**src/rtl/mm_job_sequencer.sv**
```systemverilog
// Sequences one 3x3 matrix-multiply job: operand stream in, core load/compute, result stream out.
// Optional result-read watchdog is compiled in with MM_JOB_SEQ_TIMEOUT_EN.
//
// state       | meaning
// ------------+-----------------------------------------------------------
// S_IDLE      | waiting for the first operand; core held out of reset
// S_CLEAR     | one-cycle core reset before loading
// S_LOAD      | accepting operand nibbles, one enable pulse per nibble
// S_COMPUTE   | free-running enables while the core finishes the products
// S_READ_SEL  | result address driven, waiting for mm_done to capture
// S_READ_WAIT | result presented downstream, waiting for res_ready
module mm_job_sequencer #(
    parameter int N_OPERANDS     = 18,
    parameter int COMPUTE_CYCLES = 9,
    parameter int N_RESULTS      = 9
`ifdef MM_JOB_SEQ_TIMEOUT_EN
    ,
    parameter int TIMEOUT_CYCLES = 16
`endif
) (
    input  logic       clk_i,
    input  logic       reset,
    input  logic       op_valid,
    output logic       op_ready,
    input  logic [3:0] op_data,
    output logic       res_valid,
    input  logic       res_ready,
    output logic [9:0] res_data,
    output logic       res_last,
    output logic       busy,
    output logic       err,
    output logic       mm_reset,
    output logic       mm_enable,
    output logic [3:0] mm_data_in,
    output logic [3:0] mm_out_sel,
    input  logic [9:0] mm_data_out,
    input  logic       mm_done
);

    localparam int OP_W  = $clog2(N_OPERANDS);
    localparam int CMP_W = $clog2(COMPUTE_CYCLES + 1);

    typedef enum logic [2:0] {
        S_IDLE,
        S_CLEAR,
        S_LOAD,
        S_COMPUTE,
        S_READ_SEL,
        S_READ_WAIT
    } state_t;

    state_t            state;
    logic [OP_W-1:0]   op_cnt;
    logic [CMP_W-1:0]  cmp_cnt;
    logic [3:0]        idx;

    assign mm_out_sel = idx;

`ifdef MM_JOB_SEQ_TIMEOUT_EN
    localparam int WD_W = $clog2(TIMEOUT_CYCLES + 1);
    logic [WD_W-1:0] wd_cnt;
`else
    assign err = 1'b0;
`endif

    always_ff @(posedge clk_i) begin
        if (reset) begin
            state      <= S_IDLE;
            op_ready   <= 1'b0;
            res_valid  <= 1'b0;
            res_last   <= 1'b0;
            res_data   <= '0;
            busy       <= 1'b0;
            mm_reset   <= 1'b1;
            mm_enable  <= 1'b0;
            mm_data_in <= '0;
            idx        <= '0;
            op_cnt     <= '0;
            cmp_cnt    <= '0;
`ifdef MM_JOB_SEQ_TIMEOUT_EN
            err        <= 1'b0;
            wd_cnt     <= '0;
`endif
        end else begin
`ifdef MM_JOB_SEQ_TIMEOUT_EN
            if (state != S_READ_SEL)
                wd_cnt <= '0;
`endif
            case (state)
                S_IDLE: begin
                    mm_reset  <= 1'b0;
                    mm_enable <= 1'b0;
                    // The nibble that woke us is not consumed; op_ready rises only in LOAD.
                    if (op_valid) begin
                        mm_reset <= 1'b1;
                        busy     <= 1'b1;
                        state    <= S_CLEAR;
                    end
                end

                S_CLEAR: begin
                    mm_reset <= 1'b0;
                    op_cnt   <= '0;
                    op_ready <= 1'b1;
                    state    <= S_LOAD;
                end

                S_LOAD: begin
                    if (op_valid) begin
                        mm_data_in <= op_data;
                        mm_enable  <= 1'b1;
                        op_cnt     <= op_cnt + 1'b1;
                        if (op_cnt == OP_W'(N_OPERANDS - 1)) begin
                            op_ready <= 1'b0;
                            cmp_cnt  <= '0;
                            state    <= S_COMPUTE;
                        end
                    end else begin
                        mm_enable <= 1'b0;
                    end
                end

                S_COMPUTE: begin
                    mm_enable <= 1'b1;
                    if (cmp_cnt == CMP_W'(COMPUTE_CYCLES - 1)) begin
                        idx   <= '0;
                        state <= S_READ_SEL;
                    end else begin
                        cmp_cnt <= cmp_cnt + 1'b1;
                    end
                end

                S_READ_SEL: begin
                    mm_enable <= 1'b1;
                    if (mm_done) begin
                        res_data  <= mm_data_out;
                        res_valid <= 1'b1;
                        res_last  <= (idx == 4'(N_RESULTS - 1));
                        state     <= S_READ_WAIT;
                    end
`ifdef MM_JOB_SEQ_TIMEOUT_EN
                    else if (wd_cnt == WD_W'(TIMEOUT_CYCLES - 1)) begin
                        // Core never answered: abandon the job and kick the core once.
                        err       <= 1'b1;
                        mm_reset  <= 1'b1;
                        mm_enable <= 1'b0;
                        busy      <= 1'b0;
                        idx       <= '0;
                        state     <= S_IDLE;
                    end else begin
                        wd_cnt <= wd_cnt + 1'b1;
                    end
`endif
                end

                S_READ_WAIT: begin
                    if (res_ready) begin
                        res_valid <= 1'b0;
                        res_last  <= 1'b0;
                        if (res_last) begin
                            mm_enable <= 1'b0;
                            busy      <= 1'b0;
                            idx       <= '0;
                            state     <= S_IDLE;
                        end else begin
                            idx   <= idx + 1'b1;
                            state <= S_READ_SEL;
                        end
                    end
                end

                default: state <= S_IDLE;
            endcase
        end
    end

endmodule

```
**config.mk**
```make
export PLATFORM = sky130hd
export DESIGN_NAME = mm_job_sequencer
export DESIGN_NICKNAME = d
export VERILOG_FILES = /design/src/rtl/mm_job_sequencer.sv
export SDC_FILE = /design/constraint.sdc
export NUM_CORES = 1
export LEC_CHECK = 0
export CAP_MARGIN = 20
export CORE_MARGIN = 2
export CORE_UTILIZATION = 23
export DETAILED_ROUTE_END_ITERATION = 16
export GPL_ROUTABILITY_DRIVEN = 0
export RECOVER_POWER = 100
export SLEW_MARGIN = 10
export SYNTH_ARGS = -nofsm -noshare
export SYNTH_HDL_FRONTEND = slang
export SYNTH_SLANG_ARGS = --single-unit
```
**constraint.sdc**
```tcl
create_clock -name clk_i -period 1.8 [get_ports clk_i]
set_input_delay 0.45 -clock clk_i [delete_from_list [all_inputs] [get_ports clk_i]]
set_output_delay 0.45 -clock clk_i [all_outputs]
set_load 0.01 [all_outputs]
```
==> flow_summary.yaml, run 1 <==
setup_path:
  reg2reg_slack_ns: 0.14
  end_kind: "output pin"
  worst-path-buf-inv: 1
  worst_ep_required_time_ns: 1.35
  crit_chain: "clkdlybuf4s50_1"
  critPathLaunchType: "register"
  crit_slowest_cell: "clkdlybuf4s50_1"
  path_delay_family: "buffers and inverters"
  critical-path-max-stage-delay_ns: 0.57
  crit_fanout: 5
  critPathArrivalTime_ns: 1.28
  path_class: "register to output pin"
grt:
  grt_usage: 0.103
  gr-usage-met1: 0.129
  grt_pass1_wl_mm: 7.02
  use_met3: 0.0325
  grt_util_met2: 0.168
  busiest_layer: "met2"
  grt_pass1_vias: 1535
  antenna_found_initial: 0
  globalRouteOverflowTotal: 0
  grt_max_degree: 18
detailed_routing:
  via_per_inst: 4.34
  dr.pass1.iters: 4
  antenna_left: 0
  wirelength_mm: 4.08
  routedWlPerCell_um: 11.5
  route.detailed.drc: 0
  drtIter0Drc: 75
  vias: 1544
sta:
  setup_viol: 0
  fin_crit_sh: 0.959
  drv_slew: 0
  fin_worst_skew_ns: 0.00868
  rsz0062_at_grt: "no"
  max_freq_mhz: 579
  finalHoldViolations: 0
  fin_crit_ns: 1.73
clocking:
  cts_max_level: 2
  postCtsResizedCells: 0
  root_buffer: "clkbuf_8"
  clk_latency_ns: 0.28
  hold_buffers: 0
  cts_sinks: 36
  cts_buffers: 5
  cts.clk_slew.worst_paths_ns: 0.07
  cts.path.max_buffers: 2
  cts_tree: "done"
  post_cts_buffers: 0
die:
  die_y_um: 92.3
  coreArea_um2: 7650
  fp.dieArea_um2: 8520
  ios: 44
  placement_rows: 32
  initial_core_util: 0.235
  die_w_um: 92.3
logic_synthesis:
  async_flop_share: 0
  syn_area_per_cell_um2: 8.88
  synth_fp_nets: 227
  synth_top_area_frac: 0.402
  synth_edf_count: 0
  syn_inst: 202
  synth.distinct_cells: 49
  seq_area_frac_synth: 0.402
  synth_ff_type: "dfxtp_1"
  synth-seq-cells: 36
  synth_largest_area_cell: "dfxtp_1"
  ys_warn_count: 0
  synth_area_leaders: "dfxtp_1 40%, nand2_1 5.9%, a21oi_1 4.7%, ha_1 4.2%, nor2_1 4.2%"
  synth_area_um2: 1790
cells_and_area:
  final_cell_mix: "36 x dfxtp_1, 29 x nand2_1, 22 x clkdlybuf4s50_1"
  drive_gt1_frac: 0.0945
  antenna_cells: 0
  fill_cells: 818
  final_nets: 279
  stdcell_area_um2: 2430
  area_growth_pct: 35.3
  instances_no_fill: 356
  final_common_cell: "dfxtp_1"
power:
  p_leak_nw: 0.912
  ir_drop_v: 0.000277
  pwr_density_cell_nw_per_um2: 641
flow_run:
  maxCapViolCount: 0
placement:
  dpl.cell_count: 349
  placed_area_um2: 2400
  hpwl_mm: 3.06
  port_buffers: 42
worst_hold_path:
  hp-class: "register to register"
outcome:
  status: "finished clean"
Yosys cell counts (3+ instances only):
cell / instances
a211oi_2: 3
a21oi_1: 17
buf_2: 3
clkbuf_1: 3
dfxtp_1: 36
ha_1: 6
inv_1: 10
mux2i_1: 7
nand2_1: 28
nand3_1: 6
nor2_1: 20
nor3_1: 4
o21ai_0: 8
xnor2_1: 7
worst reg2reg max path: cells and delay by family (launching register included):
family          cells  cell delay, ns
flops               1            0.59
compound gates      2            0.45
simple gates        2            0.53
per-stage QoR:
step                      hold slack, ns  setup TNS (ns)  power, mW  setup slack, ns  utilization
after floorplan                    0.477               0      0.951            0.402            -
after global placement             0.445         -0.0117       1.05         -0.00981        0.314
after detailed placement           0.448         -0.0729       1.05          -0.0477        0.314
after CTS                          0.459               0       1.61           0.0499        0.324
after global routing               0.478               0       1.64           0.0110        0.317
final                              0.452               0       1.56           0.0742        0.317
cells by family after synthesis:
family | Yosys count | share of synthesized area
AND/OR/NAND/NOR | 79 | 0.234
flip-flops | 36 | 0.402
other | 1 | 0.00209
buffers and inverters | 20 | 0.0565
XOR/XNOR | 8 | 0.0391
adder cells (fa/ha/maj) | 6 | 0.0418
multiplexers | 7 | 0.0391
AO/OA/AOI/OAI | 45 | 0.186
worst paths after layout:
kind,startpoint,end,depth (start not counted)
max,mm_out_sel[0],mm_out_sel[0],1
min,res_data[0],res_data[0],2
max reg2reg,state[2],state[1],4
min reg2reg,res_data[0],res_data[0],2
layout make-up:
cell class              instances  area, µm²  area share
clock buffers                   6       72.6      0.0299
clock inverters                 1       5.00     0.00206
inverters                      10       37.5      0.0155
multi-input cells             146        945       0.389
flip-flops and latches         36        721       0.297
well taps                     102        128      0.0526
repair buffers                 55        519       0.214
per-layer routing:
layer	vias to the layer above	share of wire
met3	2	0.065
met5	-	0
met2	43	0.45
met1	700	0.48
met4	0	0.0054
li1	799	-
flip-flops by register name, indices dropped and copies added, names as in the netlist:
| signal | flops |
|---|---|
| cmp_cnt | 4 |
| op_ready | 1 |
| mm_reset | 1 |
| mm_data_in | 4 |
| state | 3 |
| res_valid | 1 |
| mm_enable | 1 |
| res_data | 10 |
| res_last | 1 |
| mm_out_sel | 4 |
| op_cnt | 5 |
| busy | 1 |
report_power, final:
group / leakage (nW) / total [mW] / switching [mW] / internal (mW)
Sequential: 0.291 / 0.830 / 0.0167 / 0.813
Clock: 0.0410 / 0.537 / 0.274 / 0.263
Combinational: 0.580 / 0.190 / 0.0872 / 0.103
Total: 0.912 / 1.56 / 0.378 / 1.18
Power figures use the tool's default switching activity.
==> run 2, diff against run 1 <==
Settings changed: CTS_CLUSTER_DIAMETER set to 200.
==> results of run 2 <==
Final layout, timing and power as in run 1 (identical DEF).
==> edit, RTL diff (config.mk and constraints of run 2) <==
The 6 states of `state_t` get a one-hot encoding in 6 bits.
--- a/src/rtl/mm_job_sequencer.sv
+++ b/src/rtl/mm_job_sequencer.sv
@@ -40,13 +40,13 @@
     localparam int OP_W  = $clog2(N_OPERANDS);
     localparam int CMP_W = $clog2(COMPUTE_CYCLES + 1);
 
-    typedef enum logic [2:0] {
-        S_IDLE,
-        S_CLEAR,
-        S_LOAD,
-        S_COMPUTE,
-        S_READ_SEL,
-        S_READ_WAIT
+    typedef enum logic [5:0] {
+        S_IDLE      = 6'b000001,
+        S_CLEAR     = 6'b000010,
+        S_LOAD      = 6'b000100,
+        S_COMPUTE   = 6'b001000,
+        S_READ_SEL  = 6'b010000,
+        S_READ_WAIT = 6'b100000
     } state_t;
 
     state_t            state;
Function: same outputs for any inputs over 10 cycles, from zero or initial values and one cycle with reset high; not proved beyond that.
==> edit against run 2 <==
Count of clock-buffer cells in the layout down 1; sequential cell count is 3 higher; maximum frequency decreased by 5.2%; setup slack worse by 94 ps; synthesized area increased by 7.4%; the run now ends with negative setup slack left; sequential power rose by 7.1%; final cell count grew 17%; final area grew 20%; routed wire length up 29%; total power is 19% higher.
==> edit: results (changes against run 2) <==
\begin{tabular}{lr}
\hline
Metric & Value \\
\hline
\multicolumn{2}{l}{\textbf{Route}} \\
Met3 wire length & 222 um (was 265 um) \\
Drt total wl & 5.25 mm (was 4.08 mm) \\
Met2 routed WL & 2.57 mm (was 1.83 mm) \\
Met1 layer wirelength in the final routing & 2.41 mm (was 1.96 mm) \\
Vias per Instance & 4.60 (was 4.34) \\
\multicolumn{2}{l}{\textbf{Synth}} \\
Number of unique standard cell types used by synthesis & 48 (was 49) \\
Compound-Gate Fraction of Synth Area & 18.6\% (was 18.5\%) \\
Net count after synthesis & 260 (was 227) \\
Cell types with the highest counts after synthesis & 39 x sky130\_fd\_sc\_hd\_\_dfxtp\_1, 39 x sky130\_fd\_sc\_hd\_\_nand2\_1, 31 x sky130\_fd\_sc\_hd\_\_a21oi\_1 (was 36 x sky130\_fd\_sc\_hd\_\_dfxtp\_1, 28 x sky130\_fd\_sc\_hd\_\_nand2\_1, 20 x sky130\_fd\_sc\_hd\_\_nor2\_1) \\
Synth Area in Adders & 3.90\% (was 4.18\%) \\
Synth top area cells & sky130\_fd\_sc\_hd\_\_dfxtp\_1 41\%, sky130\_fd\_sc\_hd\_\_a21oi\_1 8.1\%, sky130\_fd\_sc\_hd\_\_nand2\_1 7.6\% (was sky130\_fd\_sc\_hd\_\_dfxtp\_1 40\%, sky130\_fd\_sc\_hd\_\_nand2\_1 5.9\%, sky130\_fd\_sc\_hd\_\_a21oi\_1 4.7\%) \\
Multiplexer share of the synthesized area & 3.25\% (was 3.91\%) \\
\multicolumn{2}{l}{\textbf{Final layout}} \\
Number of fill cells in the layout & 860 (was 818) \\
Fin nets & 337 (was 279) \\
\multicolumn{2}{l}{\textbf{STA}} \\
Worst-case clock skew & 7.46 ps (was 8.68 ps) \\
Number of setup violations in the final report & 1 (was 0) \\
Worst-case setup margin in the final layout & -19.8 ps (was 74.2 ps) \\
\multicolumn{2}{l}{\textbf{Min path}} \\
Hold path startpoint & res\_data[6]\$\_SDFFE\_PP0P\_ (was res\_data[0]\$\_SDFFE\_PP0P\_) \\
\multicolumn{2}{l}{\textbf{Global route}} \\
Global-route met2 utilization & 19.6\% (was 16.8\%) \\
Wire length of the first global-routing pass & 8.51 mm (was 7.02 mm) \\
\multicolumn{2}{l}{\textbf{Power and ir drop}} \\
Internal power contribution & 0.00144 W (was 0.00118 W) \\
Leakage power & 1.07 nW (was 0.912 nW) \\
\multicolumn{2}{l}{\textbf{Worst setup path}} \\
Arrival @ worst endpoint & 2040 ps (was 1280 ps) \\
Critical-path maximum fanout & 3 (was 5) \\
Reg2reg start & state[0]\$\_SDFFE\_PP1P\_ (was state[2]\$\_SDFFE\_PP0P\_) \\
\multicolumn{2}{l}{\textbf{Run status}} \\
Status & finished with violations (was complete, no violations) \\
Violated checks & negative setup slack \\
\multicolumn{2}{l}{\textbf{Floorplan}} \\
Full die area & 9130 um\^{}2 (was 8520 um\^{}2) \\
\hline
\end{tabular}
-- edit: worst max-delay path, cell delays in order (launching register included) --
cell,delay [ps]
sky130_fd_sc_hd__dfxtp_2,340
sky130_fd_sc_hd__or4_4,540
sky130_fd_sc_hd__or3_4,370
sky130_fd_sc_hd__a2111oi_4,300
sky130_fd_sc_hd__mux2i_1,210
-- edit: through the flow --
step | power [W] | setup slack (ps) | hold WS [ps] | area [um^2] | setup TNS (ps)
floorplan | 0.00102 | -55.0 | 438 | 1940 | -55.0
global placement | 0.00116 | -193 | 444 | 2720 | -774
detailed placement | 0.00115 | -249 | 449 | 2720 | -774
CTS | 0.00188 | -32.9 | 460 | 2840 | -78.2
global route | 0.00195 | -54.0 | 476 | 2900 | -86.7
finish | 0.00186 | -19.8 | 456 | 2900 | -19.8
-- edit: repair_timing --
| item | 4_1_cts | 5_1_grt |
|---|---|---|
| endpoints found under the setup margin | 5 | 21 |
| resized for setup | 6 | 14 |
| hold buffers | 0 | 0 |
| pin swaps | 1 | 6 |
| setup buffers | 0 | 2 |
-- edit: area by class of cell --
cell class / count / area share [%]
Multi-Input combinational cell: 172 / 38.0
Sequential cell: 39 / 27.0
Timing Repair Buffer: 85 / 25.6
Tap cell: 105 / 4.53
Clock buffer: 5 / 2.37
Clock inverter: 2 / 1.29
Inverter: 9 / 1.16
-- edit: power by group through the flow --
stage               sequential, W  clock [W]  combinational [W]
floorplan                0.000904          0           0.000116
global placement         0.000908          0           0.000247
detailed placement       0.000908          0           0.000247
CTS                      0.000889   0.000740           0.000247
global route             0.000892   0.000778           0.000284
finish                   0.000889   0.000705           0.000264
